<file path="src/rtl/atcaxi2tluh500_chan_arbiter_pkg.sv">
// Shared definitions for the bridge channel arbiter: requester limit, state encoding, clog2 helper.
// Optional feature macro used by the arbiter: ATCAXI2TLUH500_ARB_URGENT_EN.
package atcaxi2tluh500_chan_arbiter_pkg;

    localparam int ARB_NREQ_MAX = 8;

    typedef enum logic {
        ST_ARB  = 1'b0,
        ST_LOCK = 1'b1
    } arb_state_e;

    function automatic int clog2(input int n);
        int r;
        r = 0;
        for (int i = 0; i < 32; i++) begin
            if ((1 << r) < n) begin
                r = r + 1;
            end
        end
        return r;
    endfunction

endpackage

</file>
<file path="src/rtl/atcaxi2tluh500_rr_pick.sv">
// Combinational round-robin picker: first set bit of req, scanning from ptr+1 with wrap.
module atcaxi2tluh500_rr_pick
    import atcaxi2tluh500_chan_arbiter_pkg::*;
#(
    parameter int NREQ = 4,
    parameter int IDW  = 2
) (
    input  logic [NREQ-1:0] req,
    input  logic [IDW-1:0]  ptr,
    output logic [IDW-1:0]  gnt_id,
    output logic            any
);

    // The requester just served sits at ptr, so it is examined last.
    always_comb begin
        int idx;
        logic [IDW-1:0] idx_w;
        idx    = 0;
        idx_w  = '0;
        gnt_id = '0;
        any    = 1'b0;
        for (int i = 1; i <= NREQ; i++) begin
            idx   = (int'(ptr) + i) % NREQ;
            idx_w = IDW'(idx);
            if (!any && req[idx_w]) begin
                any    = 1'b1;
                gnt_id = idx_w;
            end
        end
    end

endmodule

</file>
<file path="src/rtl/atcaxi2tluh500_chan_arbiter.sv">
// N-way valid/ready round-robin arbiter holding its grant for a whole message, zero-latency path.
// Optional urgent-first arbitration enabled by defining ATCAXI2TLUH500_ARB_URGENT_EN.
module atcaxi2tluh500_chan_arbiter
    import atcaxi2tluh500_chan_arbiter_pkg::*;
#(
    parameter int NREQ = 4,
    parameter int DW   = 32,
    parameter int IDW  = 2
) (
    input  logic               clk,
    input  logic               resetn,
    input  logic               clk_en,
    input  logic [NREQ-1:0]    i_valid,
    input  logic [NREQ-1:0]    i_last,
    input  logic [NREQ-1:0]    i_urgent,
    output logic [NREQ-1:0]    i_ready,
    input  logic [NREQ*DW-1:0] din,
    output logic               o_valid,
    input  logic               o_ready,
    output logic               o_last,
    output logic [IDW-1:0]     o_gnt_id,
    output logic [DW-1:0]      dout
);

    generate
        if (NREQ < 2 || NREQ > ARB_NREQ_MAX) begin : g_bad_nreq
            $error("atcaxi2tluh500_chan_arbiter: NREQ out of range 2..ARB_NREQ_MAX");
        end
        if (IDW != clog2(NREQ)) begin : g_bad_idw
            $error("atcaxi2tluh500_chan_arbiter: IDW must equal clog2(NREQ)");
        end
    endgenerate

    arb_state_e     state, state_nxt;
    logic [IDW-1:0] lock_id, lock_id_nxt;
    logic [IDW-1:0] rr_ptr, rr_ptr_nxt;
    logic [IDW-1:0] rr_id, arb_id, gnt;
    logic           rr_any, arb_any, sel_valid, acc;
    logic [DW-1:0]  din_arr [NREQ];

    atcaxi2tluh500_rr_pick #(.NREQ(NREQ), .IDW(IDW)) u_rr_pick (
        .req    (i_valid),
        .ptr    (rr_ptr),
        .gnt_id (rr_id),
        .any    (rr_any)
    );

`ifdef ATCAXI2TLUH500_ARB_URGENT_EN
    logic [NREQ-1:0] urg_req;
    logic [IDW-1:0]  urg_id;
    logic            urg_any;

    assign urg_req = i_valid & i_urgent;

    atcaxi2tluh500_rr_pick #(.NREQ(NREQ), .IDW(IDW)) u_urg_pick (
        .req    (urg_req),
        .ptr    (rr_ptr),
        .gnt_id (urg_id),
        .any    (urg_any)
    );

    assign arb_id  = urg_any ? urg_id : rr_id;
    assign arb_any = urg_any | rr_any;
`else
    logic unused_urgent;

    assign unused_urgent = ^i_urgent;
    assign arb_id        = rr_id;
    assign arb_any       = rr_any;
`endif

    for (genvar k = 0; k < NREQ; k++) begin : g_din
        assign din_arr[k] = din[k*DW +: DW];
    end

    // A locked grant ignores all other requesters, including during a source bubble.
    assign gnt       = (state == ST_LOCK) ? lock_id : arb_id;
    assign sel_valid = (state == ST_LOCK) ? i_valid[lock_id] : arb_any;
    assign acc       = sel_valid & o_ready & clk_en;

    assign o_valid  = sel_valid;
    assign o_gnt_id = gnt;
    assign o_last   = sel_valid & i_last[gnt];
    assign dout     = sel_valid ? din_arr[gnt] : '0;
    assign i_ready  = acc ? (NREQ'(1) << gnt) : '0;

    // Lock on any offer that is not a completed last beat, so a stalled offer keeps its grant.
    always_comb begin
        state_nxt   = state;
        lock_id_nxt = lock_id;
        rr_ptr_nxt  = rr_ptr;
        case (state)
            ST_ARB: begin
                if (clk_en && sel_valid && !(acc && o_last)) begin
                    state_nxt   = ST_LOCK;
                    lock_id_nxt = gnt;
                end
            end
            ST_LOCK: begin
                if (acc && o_last) begin
                    state_nxt = ST_ARB;
                end
            end
            default: begin
                state_nxt = ST_ARB;
            end
        endcase
        if (acc && o_last) begin
            rr_ptr_nxt = gnt;
        end
    end

    always_ff @(posedge clk or negedge resetn) begin
        if (!resetn) begin
            state   <= ST_ARB;
            lock_id <= '0;
            rr_ptr  <= IDW'(NREQ - 1);
        end else begin
            state   <= state_nxt;
            lock_id <= lock_id_nxt;
            rr_ptr  <= rr_ptr_nxt;
        end
    end

endmodule
</file>
<file path="config.mk">
export PLATFORM = sky130hd
export DESIGN_NAME = atcaxi2tluh500_chan_arbiter
export DESIGN_NICKNAME = d
export VERILOG_FILES = /design/src/rtl/atcaxi2tluh500_chan_arbiter_pkg.sv /design/src/rtl/atcaxi2tluh500_rr_pick.sv /design/src/rtl/atcaxi2tluh500_chan_arbiter.sv
export SDC_FILE = /design/constraint.sdc
export NUM_CORES = 1
export LEC_CHECK = 0
export BUFFER_PORTS_ARGS = -buffer_cell sky130_fd_sc_hd__buf_2
export CAP_MARGIN = 20
export CORE_MARGIN = 10
export CORE_UTILIZATION = 36
export DETAILED_ROUTE_END_ITERATION = 16
export PLACE_DENSITY_LB_ADDON = 0.2
export SLEW_MARGIN = 20
export SYNTH_ARGS = -nofsm -noshare
export SYNTH_HDL_FRONTEND = slang
export SYNTH_SLANG_ARGS = --single-unit
export TNS_END_PERCENT = 10
</file>
<file path="constraint.sdc">
create_clock -name clk -period 4 [get_ports clk]
set_input_delay 0.2 -clock clk [delete_from_list [all_inputs] [get_ports clk]]
set_output_delay 0.2 -clock clk [all_outputs]
set_load 0.05 [all_outputs]
</file>
==> results of run 1 <==
[flip-flops by register name, summed over array words and instances (netlist names)]
register  flops
rr_ptr        2
state         1
lock_id       2
[cells by family after synthesis]
family                 count (synthesis)  synth area share
muxes                                 39             0.277
AOI/OAI and AO/OA                     88             0.419
and+or+nand+nor                       35             0.129
buffers and inverters                 28            0.0897
DFF                                    5            0.0855
[worst max-delay path, delay by kind of cell, from the launching register on]
family                 cells  cell delay (ns)
flip-flops                 1             0.61
buffers and inverters      2             0.53
AO/OA/AOI/OAI              3             1.11
multiplexers               2             0.53
[final timing paths]
| kind | depth (start not counted) | from | slack, ns | end |
|---|---|---|---|---|
| max in group asynchronous | 2 | resetn | 3.47 | rr_ptr[1] |
| setup / recovery | 7 | rr_ptr[1] | 0.78 | dout[12] |
| hold / removal | 3 | clk_en | 0.25 | state |
| min in group asynchronous | 2 | resetn | 0.32 | state |
| setup reg to reg | 6 | rr_ptr[1] | 1.13 | lock_id[1] |
| hold reg to reg | 2 | rr_ptr[0] | 0.55 | rr_ptr[0] |
[synth_stat cells, drive strengths merged (2+ instances only)]
library cell	count	area (µm²)
and3	2	12.5
dfstp	2	52.6
o22ai	34	213
nand2	9	33.8
mux2i	33	330
clkbuf	11	41.3
a31oi	2	12.5
nand3	2	10.0
buf	10	66.3
mux2	5	60.1
a211oi	2	27.5
nor3	2	21.3
nand2b	2	12.5
dfrtp	3	75.1
nor2	6	22.5
o21ai	5	25.0
a22oi	32	240
a21oi	4	20.0
o31ai	2	28.8
nor2b	6	40.0
inv	7	26.3
[what timing repair did]
action / 4_1_cts / 5_1_grt
buffers inserted: 0 / 0
hold buffers: 1 / 0
hold endpoints to repair: 5 / 0
setup endpoints to repair: 0 / 0
[power by group]
part           internal, mW  total, mW  switching, mW
sequential           0.0839      0.152         0.0684
combinational         0.792       2.81           2.02
clock                0.0685     0.0947         0.0261
[per-layer routing]
layer,global-route usage,share of wire,vias to the layer above
met4,0.0404,0.016,0
met3,0.0734,0.088,14
li1,-,-,1120
met2,0.387,0.52,115
met1,0.239,0.37,1050
met5,0,0,-
[stage by stage]
| stage | power (mW) | hold slack (ns) | worst slack (ns) |
|---|---|---|---|
| floorplan | 2.35 | -0.0956 | 1.04 |
| global placement | 2.95 | 0.0154 | 1.09 |
| global route | 3.22 | 0.272 | 0.633 |
| CTS | 3.07 | 0.248 | 0.779 |
| finish | 3.06 | 0.253 | 0.782 |
| detailed placement | 2.97 | 0.0169 | 1.00 |
[cell type report]
cell class	instances	share of cell area
Tap cell	50	0.0253
Clock buffer	4	0.0182
Multi-Input combinational cell	162	0.506
Inverter	7	0.0106
Timing Repair Buffer	187	0.388
Sequential cell	5	0.0517
==> results.py, run 1 <==
metrics = {
    "synth": {
        "synth-seq-cells": 5,
        "syn_area_um2": 1490,
        "synth_warnings": 0,
        "synth_ff_type": "dfrtp_1",
        "syn_inst": 195,
        "synth_seq_area_share": 0.0855,
        "syn_nets": 339,
        "yosysUniqueCellTypes": 45,
        "synth_edf_count": 0,
        "async_flop_share": 1.00,
        "syn_avg_cell_area_um2": 7.65,
    },
    "timing": {
        "period_needed_ns": 3.22,
        "period_share": 0.805,
        "finalSetupViolCount": 0,
        "drv_slew": 0,
        "slew_headroom": 0.620,
        "fin_skew_ns": 0.00501,
        "fmax_ghz": 0.311,
        "finalHoldViolCount": 0,
        "worst_slew_pin_slew_ns": 0.563,
        "rsz0062_at_grt": "false",
        "totalNegativeSetupSlack_ns": 0,
    },
    "critical_path": {
        "cp.arrival_ns": 3.02,
        "critPathLaunchType": "flip-flop",
        "crit_required_ns": 3.80,
        "crit_fanout": 17,
        "end_kind": "output port",
        "crit_path_top_delay_cell": "dfstp_2",
        "crit_chain": "mux2_4 -> a222oi_1 -> a31o_2 -> buf_4 -> mux2i_1 -> o22ai_1 -> buf_2",
        "crit_type": "reg -> out",
        "slowest_delay_ns": 0.61,
    },
    "floorplan": {
        "die_area_um2": 7120,
        "initial_utilization": 0.373,
        "boundaryPins": 184,
        "core_area_um2": 4000,
        "num_rows": 23,
        "die_w_um": 84.4,
        "fp.dieH_um": 84.4,
    },
    "clocking": {
        "insertion_delay_ns": 0.22,
        "cts_tree": "yes",
        "numCtsBuffers": 3,
        "cts.reportedPaths.clkPinSlew_ns": 0.04,
        "root_buffer": "clkbuf_8",
        "clockBufferDepth": 2,
        "numClockSinks": 5,
        "cts.repair.resized": 0,
        "htreeDepth": 1,
    },
    "routing": {
        "drt_first_pass_iters": 4,
        "wire_per_inst_um": 20.2,
        "wl_um": 8370,
        "postRouteAntennaNets": 0,
        "avgViaCountPerCell": 5.54,
        "vias": 2299,
        "drt_iter0_markers": 169,
        "drc": 0,
    },
    "placement": {
        "gp_congestion": 0.849,
        "io_buffers": 179,
        "detailed_place_hpwl_um": 7040,
        "placed_area_um2": 2410,
        "dp_cells": 410,
    },
    "power": {
        "p_leak_nw": 1.35,
        "power_density_nw_per_um2": 1240,
        "ir_worst_vdd_mv": 0.598,
    },
    "outcome": {
        "status": "finished, final reports clean",
    },
    "finish": {
        "fin_cells": 415,
        "postLayoutCellArea_um2": 2470,
        "ff_latch_area_um2": 128,
        "area_growth_syn_to_layout_pct": 65.4,
        "final_common_cell": "buf_2",
        "final_cell_mix": "buf_2 (179), o22ai_1 (34), mux2i_1 (33)",
        "drive_above_1_share": 0.551,
        "num_antenna_cells": 0,
        "num-fill-cells": 366,
        "nNetsFinal": 510,
        "utilization": 0.617,
        "multiInputGateArea_um2": 1250,
    },
    "job": {
        "maxCapViolCount": 0,
    },
    "grt": {
        "grt_first_pass_wirelength_um": 13000,
        "grt_pass1_vias": 2478,
        "grt_remaining_overflow": 0,
        "antenna_found_initial": 0,
        "grt_max_degree": 34,
        "grtUsageTotal": 0.215,
    },
    "hold_path": {
        "hold_path.class": "in -> reg",
    },
}
Power figures use the tool's default switching activity.
==> run 2, diff against run 1 <==
--- a/config.mk
+++ b/config.mk
@@ -8,7 +8,7 @@
 export BUFFER_PORTS_ARGS = -buffer_cell sky130_fd_sc_hd__buf_2
 export CAP_MARGIN = 20
 export CORE_MARGIN = 10
-export CORE_UTILIZATION = 36
+export CORE_UTILIZATION = 30
 export DETAILED_ROUTE_END_ITERATION = 16
 export PLACE_DENSITY_LB_ADDON = 0.2
 export SLEW_MARGIN = 20
==> constraint.sdc (replaced) <==
create_clock -name clk -period 2.91 [get_ports clk]
set_input_delay 0.1455 -clock clk [delete_from_list [all_inputs] [get_ports clk]]
set_output_delay 0.1455 -clock clk [all_outputs]
set_load 0.05 [all_outputs]
==> run 2 against run 1 <==
Against the previous run:
- worst setup slack worse by 0.60 ns
- first-iteration DRC count is 34% lower
- critical path depth stayed put
- clock skew is 0.00085 ns lower
- flip-flop and latch count stayed put
- design area is 3.1% higher
- global-route usage is 3.4 points lower
- combinational power is 41% higher
- hold slack worse by 0.013 ns
- register-to-register slack worse by 0.74 ns
- die area is 15% higher
- routed wire length is 4.4% lower
- critical path type unchanged
==> results.py, run 2 (synthesis gave the netlist of run 1 again) <==
metrics = {
    "timing": {
        "totalNegativeSetupSlack_ns": 0,
        "fmax_ghz": 0.367,
        "drv_slew": 0,
        "finalHoldViolCount": 0,
        "period_share": 0.937,
        "slew_headroom": 0.690,
        "setup_slack_ns": 0.184,
        "period_needed_ns": 2.73,
        "holdWs_ns": 0.240,
        "rsz0062_at_grt": "false",
        "finalSetupViolCount": 0,
        "fin_skew_ns": 0.00416,
        "worst_slew_pin_slew_ns": 0.459,
    },
    "grt": {
        "grtUsageTotal": 0.181,
        "grt_first_pass_wirelength_um": 12800,
        "grt_pass1_vias": 2482,
        "antenna_found_initial": 0,
        "grt_remaining_overflow": 0,
        "grt_max_degree": 34,
    },
    "finish": {
        "final_common_cell": "buf_2",
        "utilization": 0.532,
        "top_regs": "lock_id: 2 flops, rr_ptr: 2 flops, state: 1 flops",
        "nNetsFinal": 514,
        "num-fill-cells": 467,
        "area_growth_syn_to_layout_pct": 70.5,
        "num_antenna_cells": 0,
        "drive_above_1_share": 0.556,
        "final_cell_mix": "buf_2 (179), o22ai_1 (34), mux2i_1 (33)",
    },
    "routing": {
        "vias": 2324,
        "wire_per_inst_um": 18.4,
        "drt_iter0_markers": 112,
        "wl_um": 8000,
        "drc": 0,
        "avgViaCountPerCell": 5.33,
        "drt_first_pass_iters": 4,
        "postRouteAntennaNets": 0,
    },
    "clocking": {
        "cts.reportedPaths.clkPinSlew_ns": 0.04,
        "clockBufferDepth": 2,
        "numClockSinks": 5,
        "root_buffer": "clkbuf_8",
        "insertion_delay_ns": 0.22,
        "htreeDepth": 1,
        "cts.repair.resized": 0,
        "numCtsBuffers": 3,
        "cts_tree": "yes",
    },
    "floorplan": {
        "die_area_um2": 8200,
        "die_w_um": 90.5,
        "initial_utilization": 0.312,
        "num_rows": 25,
        "core_area_um2": 4790,
        "fp.dieH_um": 90.5,
        "boundaryPins": 184,
    },
    "power": {
        "finalPower_mw": 4.29,
        "p_leak_nw": 1.38,
        "power_density_nw_per_um2": 1690,
        "ir_worst_vdd_mv": 0.959,
    },
    "critical_path": {
        "crit_required_ns": 2.76,
        "end_kind": "output port",
        "crit_type": "reg -> out",
        "crit_path_top_delay_cell": "dfstp_2",
        "crit_chain": "mux2_4 -> a222oi_1 -> a31o_2 -> buf_4 -> mux2i_1 -> o22ai_1 -> buf_2",
        "crit_fanout": 10,
        "cp.arrival_ns": 2.58,
        "slowest_delay_ns": 0.60,
        "critPathLaunchType": "flip-flop",
    },
    "hold_path": {
        "hold_path.class": "in -> reg",
    },
    "placement": {
        "place_ws_ns": 0.359,
        "gp_congestion": 0.829,
        "io_buffers": 179,
        "detailed_place_hpwl_um": 6680,
    },
    "outcome": {
        "status": "finished, final reports clean",
    },
    "job": {
        "maxCapViolCount": 0,
    },
}
==> run 2: changes by cell type in the layout (fill, tap and decap cells not counted) <==
cell | previous run | this run
buf_12 | 0 | 2
buf_4 | 7 | 9
==> run 2: cell type report <==
class | count | area, µm² | share of cell area
Timing Repair Buffer | 191 | 1010 | 0.398
Clock buffer | 4 | 45.0 | 0.0177
Sequential cell | 5 | 128 | 0.0501
Tap cell | 67 | 83.8 | 0.0329
Inverter | 7 | 26.3 | 0.0103
Multi-Input combinational cell | 162 | 1250 | 0.491
==> run 2: per-layer routing <==
metal	wire [µm]	global-route usage
met5	0	0
met1	3020	0.195
met4	109	0.0225
met3	832	0.0723
met2	4040	0.331
==> run 2: path summary, 6_finish.rpt <==
check                                  end  slack [ns]  startpoint  cells past startpoint
worst min-delay path                 state        0.24      clk_en                      3
max in group asynchronous        rr_ptr[0]        2.43      resetn                      2
worst max register to register  lock_id[0]        0.39   rr_ptr[1]                      7
min in group asynchronous       lock_id[0]        0.27      resetn                      2
worst max-delay path              dout[21]        0.18   rr_ptr[1]                      7
worst min register to register   rr_ptr[0]        0.57   rr_ptr[0]                      2
==> run 2: repair_timing <==
item,in CTS,in global routing
setup endpoints to repair,0,30
hold endpoints to repair,5,0
setup buffers,0,2
hold buffers,1,0
==> run 2: report_power, final <==
group,switching [mW],internal [mW],leakage (nW)
Sequential,0.0903,0.115,0.0545
Combinational,2.78,1.18,1.30
Clock,0.0355,0.0942,0.0228
==> run 2: critical path, delay by kind of cell, from the launching register on <==
| kind | cells | cell delay, ns |
|---|---|---|
| compound gates | 3 | 0.75 |
| mux | 2 | 0.54 |
| buf+inv | 2 | 0.46 |
| flops | 1 | 0.60 |
==> run 2: per-stage QoR <==
stage,std cells,cell area [µm²]
after detailed placement,429,2470
final,436,2540
after CTS,434,2530
after global routing,436,2540
after floorplan,195,1490
after global placement,429,2470
